<file path="config.mk">
export PLATFORM = sky130hd
export DESIGN_NAME = rs_syndrome_calc
export DESIGN_NICKNAME = d
export VERILOG_FILES = /design/src/rtl/rs_pkg.sv /design/src/rtl/gf256_mul_const.sv /design/src/rtl/rs_syndrome_calc.sv
export SDC_FILE = /design/constraint.sdc
export NUM_CORES = 1
export LEC_CHECK = 0
export ABC_CLOCK_PERIOD_IN_PS = 8400
export CAP_MARGIN = 20
export CELL_PAD_IN_SITES_DETAIL_PLACEMENT = 1
export CELL_PAD_IN_SITES_GLOBAL_PLACEMENT = 2
export CORE_UTILIZATION = 33
export DETAILED_ROUTE_END_ITERATION = 8
export PLACE_DENSITY_LB_ADDON = 0.12
export SETUP_SLACK_MARGIN = 0.4
export SYNTH_ARGS = -nofsm -noshare
export SYNTH_HDL_FRONTEND = slang
export SYNTH_SLANG_ARGS = --single-unit
</file>
<file path="constraint.sdc">
create_clock -name clk -period 8.4 [get_ports clk]
set_clock_uncertainty 0.1 [all_clocks]
set_input_delay 1.26 -clock clk [delete_from_list [all_inputs] [get_ports clk]]
set_output_delay 1.26 -clock clk [all_outputs]
set_load 0.02 [all_outputs]
</file>
<file path="src/rtl/rs_pkg.sv">
// ----------------------------------------------------------------------------
// rs_pkg
// Shared constants, types and GF(2^8) helpers for the RS(255,239) syndrome
// stage. Field: GF(2^8) with primitive polynomial x^8+x^4+x^3+x^2+1 (0x11D).
//   GF_POLY    : low byte of the primitive polynomial (x^8 term implicit)
//   NSYM       : number of syndromes (matches the 128-bit downstream bus)
//   SYM_W      : symbol width in bits
//   alpha_pow  : alpha^k, intended for elaboration-time constants
//   gf_mul     : general GF(2^8) multiply, for reference models
// ----------------------------------------------------------------------------
package rs_pkg;

    localparam logic [7:0]  GF_POLY = 8'h1D;
    localparam int unsigned NSYM    = 16;
    localparam int unsigned SYM_W   = 8;

    typedef enum logic [1:0] {
        StIdle = 2'd0,
        StPend = 2'd1,
        StFire = 2'd2
    } out_state_e;

    // Multiply by alpha (x) with reduction modulo the primitive polynomial.
    function automatic logic [7:0] gf_xtime(input logic [7:0] a);
        return {a[6:0], 1'b0} ^ (a[7] ? GF_POLY : 8'h00);
    endfunction

    function automatic logic [7:0] alpha_pow(input int unsigned k);
        logic [7:0] r;
        r = 8'h01;
        for (int unsigned i = 0; i < (k % 255); i++) begin
            r = gf_xtime(r);
        end
        return r;
    endfunction

    function automatic logic [7:0] gf_mul(input logic [7:0] a, input logic [7:0] b);
        logic [7:0] p;
        logic [7:0] x;
        p = 8'h00;
        x = a;
        for (int i = 0; i < 8; i++) begin
            if (b[i]) p = p ^ x;
            x = gf_xtime(x);
        end
        return p;
    endfunction

endpackage

</file>
<file path="src/rtl/gf256_mul_const.sv">
// ----------------------------------------------------------------------------
// gf256_mul_const
// Combinational multiply of a GF(2^8) symbol by the constant alpha^K.
// Implemented as a fixed XOR network: each input bit selects one column.
//   i_sym  in  8 : multiplicand
//   o_prod out 8 : i_sym * alpha^K
// ----------------------------------------------------------------------------
module gf256_mul_const
    import rs_pkg::*;
#(
    parameter int unsigned K = 0
) (
    input  logic [SYM_W-1:0] i_sym,
    output logic [SYM_W-1:0] o_prod
);

    // Column i is alpha^(K+i), i.e. the product of basis element x^i and alpha^K.
    function automatic logic [SYM_W*SYM_W-1:0] build_cols(input int unsigned k);
        logic [SYM_W*SYM_W-1:0] c;
        c = '0;
        for (int unsigned i = 0; i < SYM_W; i++) begin
            c[SYM_W*i +: SYM_W] = alpha_pow(k + i);
        end
        return c;
    endfunction

    localparam logic [SYM_W*SYM_W-1:0] COLS = build_cols(K);

    always_comb begin
        o_prod = '0;
        for (int i = 0; i < SYM_W; i++) begin
            o_prod = o_prod ^ ({SYM_W{i_sym[i]}} & COLS[SYM_W*i +: SYM_W]);
        end
    end

endmodule

</file>
<file path="src/rtl/rs_syndrome_calc.sv">
// ----------------------------------------------------------------------------
// rs_syndrome_calc
// Streaming syndrome calculator for RS(255,239) over GF(2^8). Symbols arrive
// highest-degree first; 16 Horner accumulators evaluate r(alpha^(j+FCR)).
// Completed syndromes are held in a result register and handed downstream as
// a single-cycle pulse once the downstream stage is not busy.
//   clk         in    1 : clock, rising edge
//   rst         in    1 : asynchronous active-high reset
//   in_sym      in    8 : received symbol
//   in_valid    in    1 : in_sym valid
//   in_sop      in    1 : first symbol of a codeword (qualifies in_valid)
//   in_ready    out   1 : symbol accepted when in_valid && in_ready
//   dn_busy     in    1 : downstream stage busy
//   synd_out    out 128 : S_j in bits [8j+7:8j]
//   synd_valid  out   1 : one-cycle pulse, synd_out valid
//   synd_zero   out   1 : all syndromes zero, valid with synd_valid
//   sop_err     out   1 : one-cycle pulse, codeword truncated by early in_sop
// ----------------------------------------------------------------------------
module rs_syndrome_calc
    import rs_pkg::*;
#(
    parameter int unsigned N   = 255,
    parameter int unsigned FCR = 0
) (
    input  logic                  clk,
    input  logic                  rst,
    input  logic [SYM_W-1:0]      in_sym,
    input  logic                  in_valid,
    input  logic                  in_sop,
    output logic                  in_ready,
    input  logic                  dn_busy,
    output logic [NSYM*SYM_W-1:0] synd_out,
    output logic                  synd_valid,
    output logic                  synd_zero,
    output logic                  sop_err
);

    localparam logic [7:0] CNT_LAST = 8'(N - 1);

    logic [7:0]            r_cnt;
    logic [7:0]            w_cnt_d;
    logic [SYM_W-1:0]      r_acc   [NSYM];
    logic [SYM_W-1:0]      w_mul   [NSYM];
    logic [SYM_W-1:0]      w_acc_d [NSYM];
    logic [NSYM*SYM_W-1:0] r_res;
    logic [NSYM*SYM_W-1:0] w_res_d;
    logic                  r_zero;
    logic                  r_sop_err;
    out_state_e            r_state;
    out_state_e            w_state_d;

    logic w_accept;
    logic w_first;
    logic w_last;
    logic w_early_sop;
    logic w_pend;
    logic w_cnt_last;

    // ------------------------------------------------------------------
    // Handshake and symbol classification
    // ------------------------------------------------------------------
    assign w_pend      = (r_state != StIdle);
    assign w_cnt_last  = (r_cnt == CNT_LAST);
    // Only a completing symbol stalls, so an unsent result is never overwritten.
    assign in_ready    = !(w_pend && w_cnt_last);
    assign w_accept    = in_valid && in_ready;
    assign w_first     = (r_cnt == 8'd0) || in_sop;
    assign w_early_sop = w_accept && in_sop && (r_cnt != 8'd0);
    // An sop symbol always starts a codeword, so it can never complete one (N >= 2).
    assign w_last      = w_accept && !in_sop && w_cnt_last;

    // ------------------------------------------------------------------
    // Horner update: acc <- acc * alpha^(j+FCR) ^ sym, or restart on first
    // ------------------------------------------------------------------
    for (genvar j = 0; j < NSYM; j++) begin : g_synd
        gf256_mul_const #(
            .K(j + FCR)
        ) u_mul (
            .i_sym  (r_acc[j]),
            .o_prod (w_mul[j])
        );

        assign w_acc_d[j]                 = w_first ? in_sym : (w_mul[j] ^ in_sym);
        assign w_res_d[SYM_W*j +: SYM_W]  = w_acc_d[j];
    end

    always_comb begin
        w_cnt_d = r_cnt;
        if (w_accept) begin
            if (in_sop) begin
                // The sop symbol is symbol 0 of the new codeword.
                w_cnt_d = 8'd1;
            end else if (w_cnt_last) begin
                w_cnt_d = 8'd0;
            end else begin
                w_cnt_d = r_cnt + 8'd1;
            end
        end
    end

    // ------------------------------------------------------------------
    // Output FSM: IDLE -> (PEND while busy) -> FIRE (one cycle) -> IDLE
    // ------------------------------------------------------------------
    always_comb begin
        w_state_d = r_state;
        unique case (r_state)
            StIdle: begin
                if (w_last) w_state_d = dn_busy ? StPend : StFire;
            end
            StPend: begin
                if (!dn_busy) w_state_d = StFire;
            end
            StFire: begin
                // No completion can land here: in_ready holds the last symbol off.
                w_state_d = StIdle;
            end
            default: w_state_d = StIdle;
        endcase
    end

    // ------------------------------------------------------------------
    // State
    // ------------------------------------------------------------------
    always_ff @(posedge clk or posedge rst) begin
        if (rst) begin
            r_cnt     <= '0;
            r_res     <= '0;
            r_zero    <= 1'b0;
            r_sop_err <= 1'b0;
            r_state   <= StIdle;
            for (int j = 0; j < NSYM; j++) begin
                r_acc[j] <= '0;
            end
        end else begin
            r_cnt     <= w_cnt_d;
            r_state   <= w_state_d;
            r_sop_err <= w_early_sop;
            if (w_accept) begin
                for (int j = 0; j < NSYM; j++) begin
                    r_acc[j] <= w_acc_d[j];
                end
            end
            if (w_last) begin
                r_res  <= w_res_d;
                r_zero <= ~|w_res_d;
            end
        end
    end

    assign synd_out   = r_res;
    assign synd_zero  = r_zero;
    assign synd_valid = (r_state == StFire);
    assign sop_err    = r_sop_err;

endmodule

</file>
==> results of run 1 <==
metal layers:
layer	global-route usage [%]	wire length, µm
met1	29.5	23200
met3	3.47	1720
met5	0	0
met2	34.1	22400
met4	6.67	1290
critical path, stage by stage:
cell	delay (ns)
clkdlybuf4s50_1	0.47
buf_4	0.27
a21o_4	0.54
buf_4	0.54
nor2_1	0.12
xnor2_1	0.29
nand4_1	0.19
or4_1	0.51
or4_1	0.53
o32ai_2	0.26
through the flow:
| step | utilization [%] | total power [mW] | setup slack, ns | cells | hold WS, ns |
|---|---|---|---|---|---|
| floorplan | - | 3.98 | 3.50 | 1665 | 0.361 |
| finish | 40.3 | 6.27 | 3.71 | 2353 | 0.396 |
| global placement | 37.8 | 4.78 | 3.24 | 2292 | 0.377 |
| global route | 40.3 | 6.70 | 3.56 | 2353 | 0.427 |
| CTS | 40.3 | 6.36 | 3.72 | 2353 | 0.399 |
| detailed placement | 37.8 | 4.81 | 3.15 | 2292 | 0.387 |
cell type report:
type	instances	area [µm²]
Sequential cell	268	6710
Timing Repair Buffer	167	1610
Clock buffer	51	1030
Fill cell	5108	26600
Multi-Input combinational cell	1257	7740
Tap cell	592	741
Inverter	8	33.8
Clock inverter	10	100
cell families after synthesis:
kind of cell,count (synthesis)
adders and majority gates,3
AOI/OAI and AO/OA,385
DFF,268
muxes,9
buffers and inverters,140
xor gates and xnor gates,320
and+or+nand+nor,540
path summary, 6_finish.rpt:
path	start	end	cells past startpoint
hold reg to reg	r_acc[96]$_DFFE_PP0N_	r_acc[96]$_DFFE_PP0N_	2
hold / removal	r_acc[96]$_DFFE_PP0N_	r_acc[96]$_DFFE_PP0N_	2
min in group asynchronous	rst	synd_out[115]$_DFFE_PP0P_	3
max in group asynchronous	rst	r_acc[105]$_DFFE_PP0N_	4
setup / recovery	in_sop	synd_zero$_DFFE_PP0P_	10
setup reg to reg	r_cnt[0]$_DFFE_PP0N_	synd_zero$_DFFE_PP0P_	12
power breakdown:
part           total, mW  switching, mW  internal (mW)
Combinational       2.82           1.59           1.23
Sequential          1.96          0.403           1.56
Clock               1.50          0.590          0.908
synth_stat cells (3+ instances only):
library cell / count
inv_1: 8
a21oi_1: 160
clkbuf_1: 101
nand2b_1: 6
o21ai_0: 160
ha_1: 3
and3_1: 10
nor2_1: 231
o32a_1: 3
or3_1: 10
xnor2_1: 205
nor4_1: 6
and2_1: 12
xnor3_1: 17
o32ai_1: 9
nand2_1: 183
mux2_2: 4
nor3_1: 13
nor2b_1: 5
o22ai_1: 6
xor2_1: 94
nor4b_1: 3
o21a_1: 3
and4_1: 3
or2_2: 5
nor4bb_1: 6
a31oi_1: 12
nand3_1: 13
mux2i_1: 5
buf_2: 11
dfrtp_1: 268
buf_1: 17
nand4_1: 19
a211oi_1: 15
nor3b_1: 4
a22o_1: 6
flip-flops by register name (all words and copies together), names as in the netlist:
| name | count |
|---|---|
| r_acc | 128 |
| r_cnt | 8 |
| r_state | 2 |
| sop_err | 1 |
| synd_out | 128 |
| synd_zero | 1 |
==> impl_metrics.yaml, run 1 <==
layout:
  fin_nets: 1752
  area_growth_pct: 19.9
  design_area_um2: 18000
  post_route_cells_drive_above_1_share_pct: 5.74
  final_cell_mix: "dfrtp_1 (268), nor2_1 (231), xnor2_1 (205), nand2_1 (182), o21ai_0 (160)"
  final_common_cell: "dfrtp_1"
  antenna_cells: 0
synthesis:
  synthSimpleGateAreaFrac_pct: 16.0
  synth_cell_types: 57
  synth_top_family_by_area: "XOR/XNOR gates"
  ys_seq_area_share_pct: 44.8
  synth_xor_area_share_pct: 20.5
  syn-num-nets: 1681
  synth_edf_count: 0
  ys_warn_count: 0
  synth_top_cell_by_area: "dfrtp_1"
  syn_inst: 1665
  synth.mux.area_fraction_pct: 0.635
  ys_seq_elements: 268
  synthArstFlopShare_pct: 100
  synth.top_cell.area_share_pct: 44.8
  synth-compound-area-share_pct: 14.1
  syn_avg_cell_area_um2: 8.99
  synthFlopType: "dfrtp_1"
  syn_area_um2: 15000
  synth.area.top_cells: "dfrtp_1 (45%), xnor2_1 (12%), nor2_1 (5.8%)"
  synthAdderAreaFrac_pct: 0.251
worst_setup_path:
  crit_path_end_kind: "flip-flop"
  startpoint_type: "primary input"
  crit_type: "primary input to flip-flop"
  worst_ep_required_time_ns: 8.75
  reg2reg_slack_ns: 3.97
  arrival_ns: 5.04
  crit_fanout: 60
timing:
  final-max-slew-violation-count: 0
  setup_tns_ns: 0
  setup_viol: 0
  rsz0062_at_grt: "false"
  finalHoldViolCount: 0
  relSlewSlack_pct: 33.1
  tightest_slew_ns: 1.00
  period_share_pct: 55.9
  max_freq_mhz: 213
  fin_crit_ns: 4.69
routing:
  drcViolationCount: 0
  wire_per_inst_um: 20.7
  postRouteAntennaNets: 0
  num_vias: 12000
  initialDrtViolationCount: 616
  wl_mm: 48.6
  dr.pass1.iters: 5
  avgViaCountPerCell: 5.08
placed_design:
  gp_congestion: 0.814
  place_hpwl_mm: 32.6
  io_buffer_count: 144
  dpl-instance-area_um2: 16800
grt:
  grt_antenna_before_repair: 0
  track_usage_pct: 21.4
  grt_overflow: 0
  grt_first_pass_wirelength_mm: 75.8
  grt_pass1_vias: 12300
  grt_max_degree: 181
min_path:
  hp-class: "flip-flop to flip-flop"
floorplanning:
  die_y_um: 215
  std_cell_rows: 77
  fp.dieArea_um2: 46200
  ios: 145
  start_util_pct: 33.6
  die_w_um: 215
  coreArea_um2: 44500
clocking:
  cts_buffers: 34
  cts.clk_slew.worst_paths_ns: 0.06
  cts-root-buf: "clkbuf_16"
  postCtsSetupBuffers: 0
  cts_buffer_depth: 3
  cts.sinks: 268
  clk_latency_ns: 0.54
  cts_resized: 0
  htree_levels: 2
  cts_hold_buf: 0
  tritoncts: "yes"
power_and_ir_drop:
  power.density_nw_per_um2: 349
  peakVddDrop_mv: 0.113
  p_leak_nw: 7.30
job:
  drv_cap: 0
status:
  status: "complete, no violations"
(Power assumes the default switching activity.)
==> run 2: changes to the inputs <==
ABC_CLOCK_PERIOD_IN_PS = 4800   (was 8400)
CORE_UTILIZATION = 36   (was 33)
clock period = 4.8 ns   (was 8.4 ns; I/O delays follow)
==> impl_metrics.yaml, run 2 (same netlist as run 1, synthesis figures left out) <==
status:
  status: "complete, no violations"
timing:
  tightest_slew_ns: 0.999
  period_share_pct: 81.9
  setup_tns_ns: 0
  max_freq_mhz: 255
  setup_viol: 0
  rsz0062_at_grt: "false"
  relSlewSlack_pct: 33.2
  final-max-slew-violation-count: 0
  fin_crit_ns: 3.93
  finalHoldViolCount: 0
clocking:
  cts_buffers: 31
  postCtsSetupBuffers: 0
  cts_buffer_depth: 3
  cts.sinks: 268
  cts.clk_slew.worst_paths_ns: 0.06
  cts_hold_buf: 0
  tritoncts: "yes"
  cts_resized: 0
  clk_latency_ns: 0.58
  htree_levels: 1
  cts-root-buf: "clkbuf_16"
grt:
  grt_antenna_before_repair: 0
  grt_pass1_vias: 12300
  track_usage_pct: 23.3
  grt_max_degree: 152
  grt_overflow: 0
  grt_first_pass_wirelength_mm: 75.3
worst_setup_path:
  startpoint_type: "flip-flop"
  crit_fanout: 44
  worstReg2RegStart: "r_cnt[0]$_DFFE_PP0N_"
  crit_type: "flip-flop to flip-flop"
  reg2reg_slack_ns: 0.87
  crit_path_end_kind: "flip-flop"
  worst_ep_required_time_ns: 5.19
  reg2reg_depth: 11
  arrival_ns: 4.32
  r2r-end: "synd_zero$_DFFE_PP0P_"
routing:
  wl_mm: 48.7
  initialDrtViolationCount: 612
  dr.pass1.iters: 6
  wire_per_inst_um: 21.2
  postRouteAntennaNets: 0
  avgViaCountPerCell: 5.27
  drcViolationCount: 0
  num_vias: 12100
floorplanning:
  std_cell_rows: 74
  fp.dieArea_um2: 42400
  die_w_um: 206
  die_y_um: 206
  ios: 145
  coreArea_um2: 40900
  start_util_pct: 36.6
power_and_ir_drop:
  power.density_nw_per_um2: 613
  totalPowerFinal_mw: 11.0
  p_leak_nw: 7.36
  peakVddDrop_mv: 0.316
layout:
  final_common_cell: "dfrtp_1"
  fin_nets: 1766
  final_cell_mix: "dfrtp_1 (268), nor2_1 (231), xnor2_1 (205), nand2_1 (182), o21ai_0 (160)"
  area_growth_pct: 20.3
  antenna_cells: 0
  post_route_cells_drive_above_1_share_pct: 6.49
min_path:
  holdPathEnd: "r_acc[104]$_DFFE_PP0N_"
  hp-class: "flip-flop to flip-flop"
  hold_depth: 2
  hp-start: "r_acc[104]$_DFFE_PP0N_"
placed_design:
  place_hpwl_mm: 34.2
  io_buffer_count: 144
  gp_congestion: 0.843
job:
  drv_cap: 0
run 2: cell type report:
| class | instances | area [µm²] |
|---|---|---|
| Inverter | 8 | 33.8 |
| Clock buffer | 41 | 863 |
| Fill cell | 4736 | 22900 |
| Clock inverter | 13 | 225 |
| Timing Repair Buffer | 184 | 1780 |
| Tap cell | 532 | 666 |
| Sequential cell | 268 | 6710 |
| Multi-Input combinational cell | 1257 | 7740 |
run 2: power by group:
group	switching [mW]	total (mW)	internal (mW)	leakage (nW)
Combinational	2.85	5.05	2.20	3.45
Sequential	0.711	3.44	2.72	3.38
Clock	0.978	2.55	1.57	0.533
Total	4.53	11.0	6.50	7.36
run 2: per-stage QoR:
step | std cells | util (%) | hold WS, ns | setup slack [ns] | instance area (µm²)
6_report | 2303 | 44.0 | 0.403 | 0.871 | 18000
4_1_cts | 2303 | 44.0 | 0.406 | 0.790 | 18000
3_3_place_gp | 2249 | 41.3 | 0.384 | 0.500 | 16900
2_1_floorplan | 1665 | - | 0.361 | 0.441 | 15000
3_5_place_dp | 2249 | 41.3 | 0.392 | 0.445 | 16900
5_1_grt | 2303 | 44.0 | 0.437 | 0.612 | 18000
run 2: critical path, cell delays in order (launching register included):
cell and delay, ns:
dfrtp_1 0.42, inv_1 0.12, ha_1 0.16, nor4b_4 0.26, a21o_4 0.52, buf_4 0.33, or3_1 0.16, nand3_1 0.14
nor4_1 0.60, nand4_1 0.18, or4_1 0.56, o32ai_2 0.27
run 2: how the worst max path moves through the flow:
stage	start	to	slack [ns]
2_1_floorplan	rst	r_acc[0]$_DFFE_PP0N_	0.44
3_3_place_gp	in_sym[3]	synd_zero$_DFFE_PP0P_	0.50
3_5_place_dp	in_sym[4]	synd_zero$_DFFE_PP0P_	0.44
4_1_cts	r_cnt[0]$_DFFE_PP0N_	synd_zero$_DFFE_PP0P_	0.79
5_1_grt	r_cnt[0]$_DFFE_PP0N_	synd_zero$_DFFE_PP0P_	0.61
6_report	r_cnt[0]$_DFFE_PP0N_	synd_zero$_DFFE_PP0P_	0.87
run 2: layer usage:
metal / part of all wire (%) / track usage, %
met5: 0 / 0
met4: 2.4 / 5.93
met3: 3.4 / 2.43
met2: 46 / 37.2
met1: 48 / 33.5
==> run 3: changes to the inputs <==
ABC_CLOCK_PERIOD_IN_PS = 4000   (was 4800)
clock period = 4 ns   (was 4.8 ns; I/O delays follow)
==> impl_metrics.yaml, run 3 (same netlist as run 1, synthesis figures left out) <==
routing:
  avgViaCountPerCell: 5.20
  num_vias: 12200
  wl_mm: 48.6
  postRouteAntennaNets: 0
  drcViolationCount: 0
  wire_per_inst_um: 20.7
  initialDrtViolationCount: 646
  dr.pass1.iters: 5
clocking:
  tritoncts: "yes"
  cts_buffers: 30
  htree_levels: 1
  cts-root-buf: "clkbuf_16"
  cts_hold_buf: 0
  clk_latency_ns: 0.59
  cts.clk_slew.worst_paths_ns: 0.07
  cts.sinks: 268
  cts_buffer_depth: 3
grt:
  grt_antenna_before_repair: 0
  grt_pass1_vias: 12700
  track_usage_pct: 23.4
  grt_overflow: 0
  grt_first_pass_wirelength_mm: 75.9
  grt_max_degree: 138
floorplanning:
  fp.dieArea_um2: 42400
  ios: 145
  std_cell_rows: 74
  die_w_um: 206
  die_y_um: 206
  start_util_pct: 36.6
  coreArea_um2: 40900
worst_setup_path:
  crit_path_end_kind: "flip-flop"
  cpMostUsedCell: "buf_12"
  r2r-end: "synd_zero$_DFFE_PP0P_"
  reg2reg_slack_ns: 0.57
  critPathTopFamily: "simple AND/OR/NAND/NOR gates"
  startpoint: "r_cnt[2]$_DFFE_PP0N_"
  cp_slowest_stage_delay_ns: 0.75
  critPathBufInv: 3
  crit_type: "flip-flop to flip-flop"
  cp-endpoint: "synd_zero$_DFFE_PP0P_"
  reg2reg_depth: 10
  crit_cells: 10
  crit_fanout: 39
  arrival_ns: 3.83
  slowest_stage: "or4b_2"
  worstPathCellList: "nor3_2, buf_4, a21o_4, buf_12, buf_12, nor2_1, o32ai_1, nand4_1, or4b_2, o32ai_2"
  worstReg2RegStart: "r_cnt[2]$_DFFE_PP0N_"
  startpoint_type: "flip-flop"
  worst_ep_required_time_ns: 4.40
power_and_ir_drop:
  peakVddDrop_mv: 0.366
  p_sw_share_pct: 40.9
  p_leak_nw: 7.60
  power.density_nw_per_um2: 726
  power.internal_mw: 7.89
  power.share.clock_pct: 22.0
  pwr-share-comb_pct: 47.3
  totalPowerFinal_mw: 13.3
  p_seq_share_pct: 30.7
  p_sw_mw: 5.46
placed_design:
  place_hpwl_mm: 34.2
  dp.cells: 2286
  dpl-instance-area_um2: 17300
  preCtsSetupSlack_ns: 0.0361
  io_buffer_count: 144
  gp_congestion: 0.812
layout:
  fin_nets: 1813
  regArea_um2: 6710
  antenna_cells: 0
  area_growth_pct: 22.8
  final_cell_mix: "dfrtp_1 (266), nor2_1 (231), xnor2_1 (205), nand2_1 (182), o21ai_0 (160)"
  post_route_cells_drive_above_1_share_pct: 9.23
  final_util_pct: 45.0
  final_common_cell: "dfrtp_1"
  multi_input_comb_area_um2: 7740
  final_cells: 2353
  fillCellCount: 4732
  design_area_um2: 18400
timing:
  tightest_slew_ns: 1.01
  worst_slack_ns: 0.566
  period_share_pct: 85.9
  setup_viol: 0
  relSlewSlack_pct: 32.4
  setup_tns_ns: 0
  finalHoldViolCount: 0
  whs_ns: 0.302
  max_freq_mhz: 291
  final-max-slew-violation-count: 0
  rsz0062_at_grt: "false"
  fin_crit_ns: 3.43
job:
  drv_cap: 0
status:
  status: "complete, no violations"
min_path:
  hp-class: "primary input to asynchronous set/reset pin"
-- run 3: cell types whose count changed in the layout (fill, tap and decap cells not counted), sizes merged --
cell    before  now
a21o         1    2
buf         45   92
bufinv       6    4
clkbuf      41   40
clkinv       6   11
-- run 3: area by class of cell --
cell class	instances	area share, %
multi-input combinational	1258	42.1
inverter	8	0.184
tap	532	3.62
sequential	268	36.5
timing repair buffer	231	12.0
clock inverter	16	1.01
clock buffer	40	4.62
-- run 3: power by group through the flow --
| stage | registers, mW | logic (mW) | clock network, mW |
|---|---|---|---|
| 3_5_place_dp | 4.15 | 6.29 | 0 |
| 3_3_place_gp | 4.13 | 6.22 | 0 |
| 4_1_cts | 4.11 | 6.35 | 3.01 |
| 5_1_grt | 4.21 | 6.93 | 3.10 |
| 2_1_floorplan | 3.88 | 4.47 | 0 |
| 6_report | 4.10 | 6.31 | 2.94 |
-- run 3: what timing repair did --
action	CTS	global route
pin swaps	2	2
endpoints found under the setup margin	1	1
gates cloned	1	0
resized for setup	0	3
setup buffers	4	6
-- run 3: how the worst min path moves through the flow --
| stage | endpoint |
|---|---|
| 6_report | r_acc[8]$_DFFE_PP0N_ |
| 5_1_grt | synd_out[109]$_DFFE_PP0P_ |
| 4_1_cts | r_acc[15]$_DFFE_PP0N_ |
| 3_5_place_dp | r_acc[107]$_DFFE_PP0N_ |
| 3_3_place_gp | synd_out[80]$_DFFE_PP0P_ |
| 2_1_floorplan | r_acc[105]$_DFFE_PP0N_ |
-- run 3: metal layers --
layer  up-vias  part of all wire (%)  track usage, %
li1       5834                     -               -
met3        63                   3.6            2.76
met5         -                     0               0
met2       217                    46            37.6
met4         0                   2.5            6.72
met1      6115                    48            33.0
-- run 3: worst register-to-register path: stages (launching register included) --
cell     delay (ns)
dfrtp_1        0.45
nor3_2         0.21
buf_4          0.27
a21o_4         0.29
buf_12         0.15
buf_12         0.20
nor2_1         0.08
o32ai_1        0.35
nand4_1        0.26
or4b_2         0.75
o32ai_2        0.26
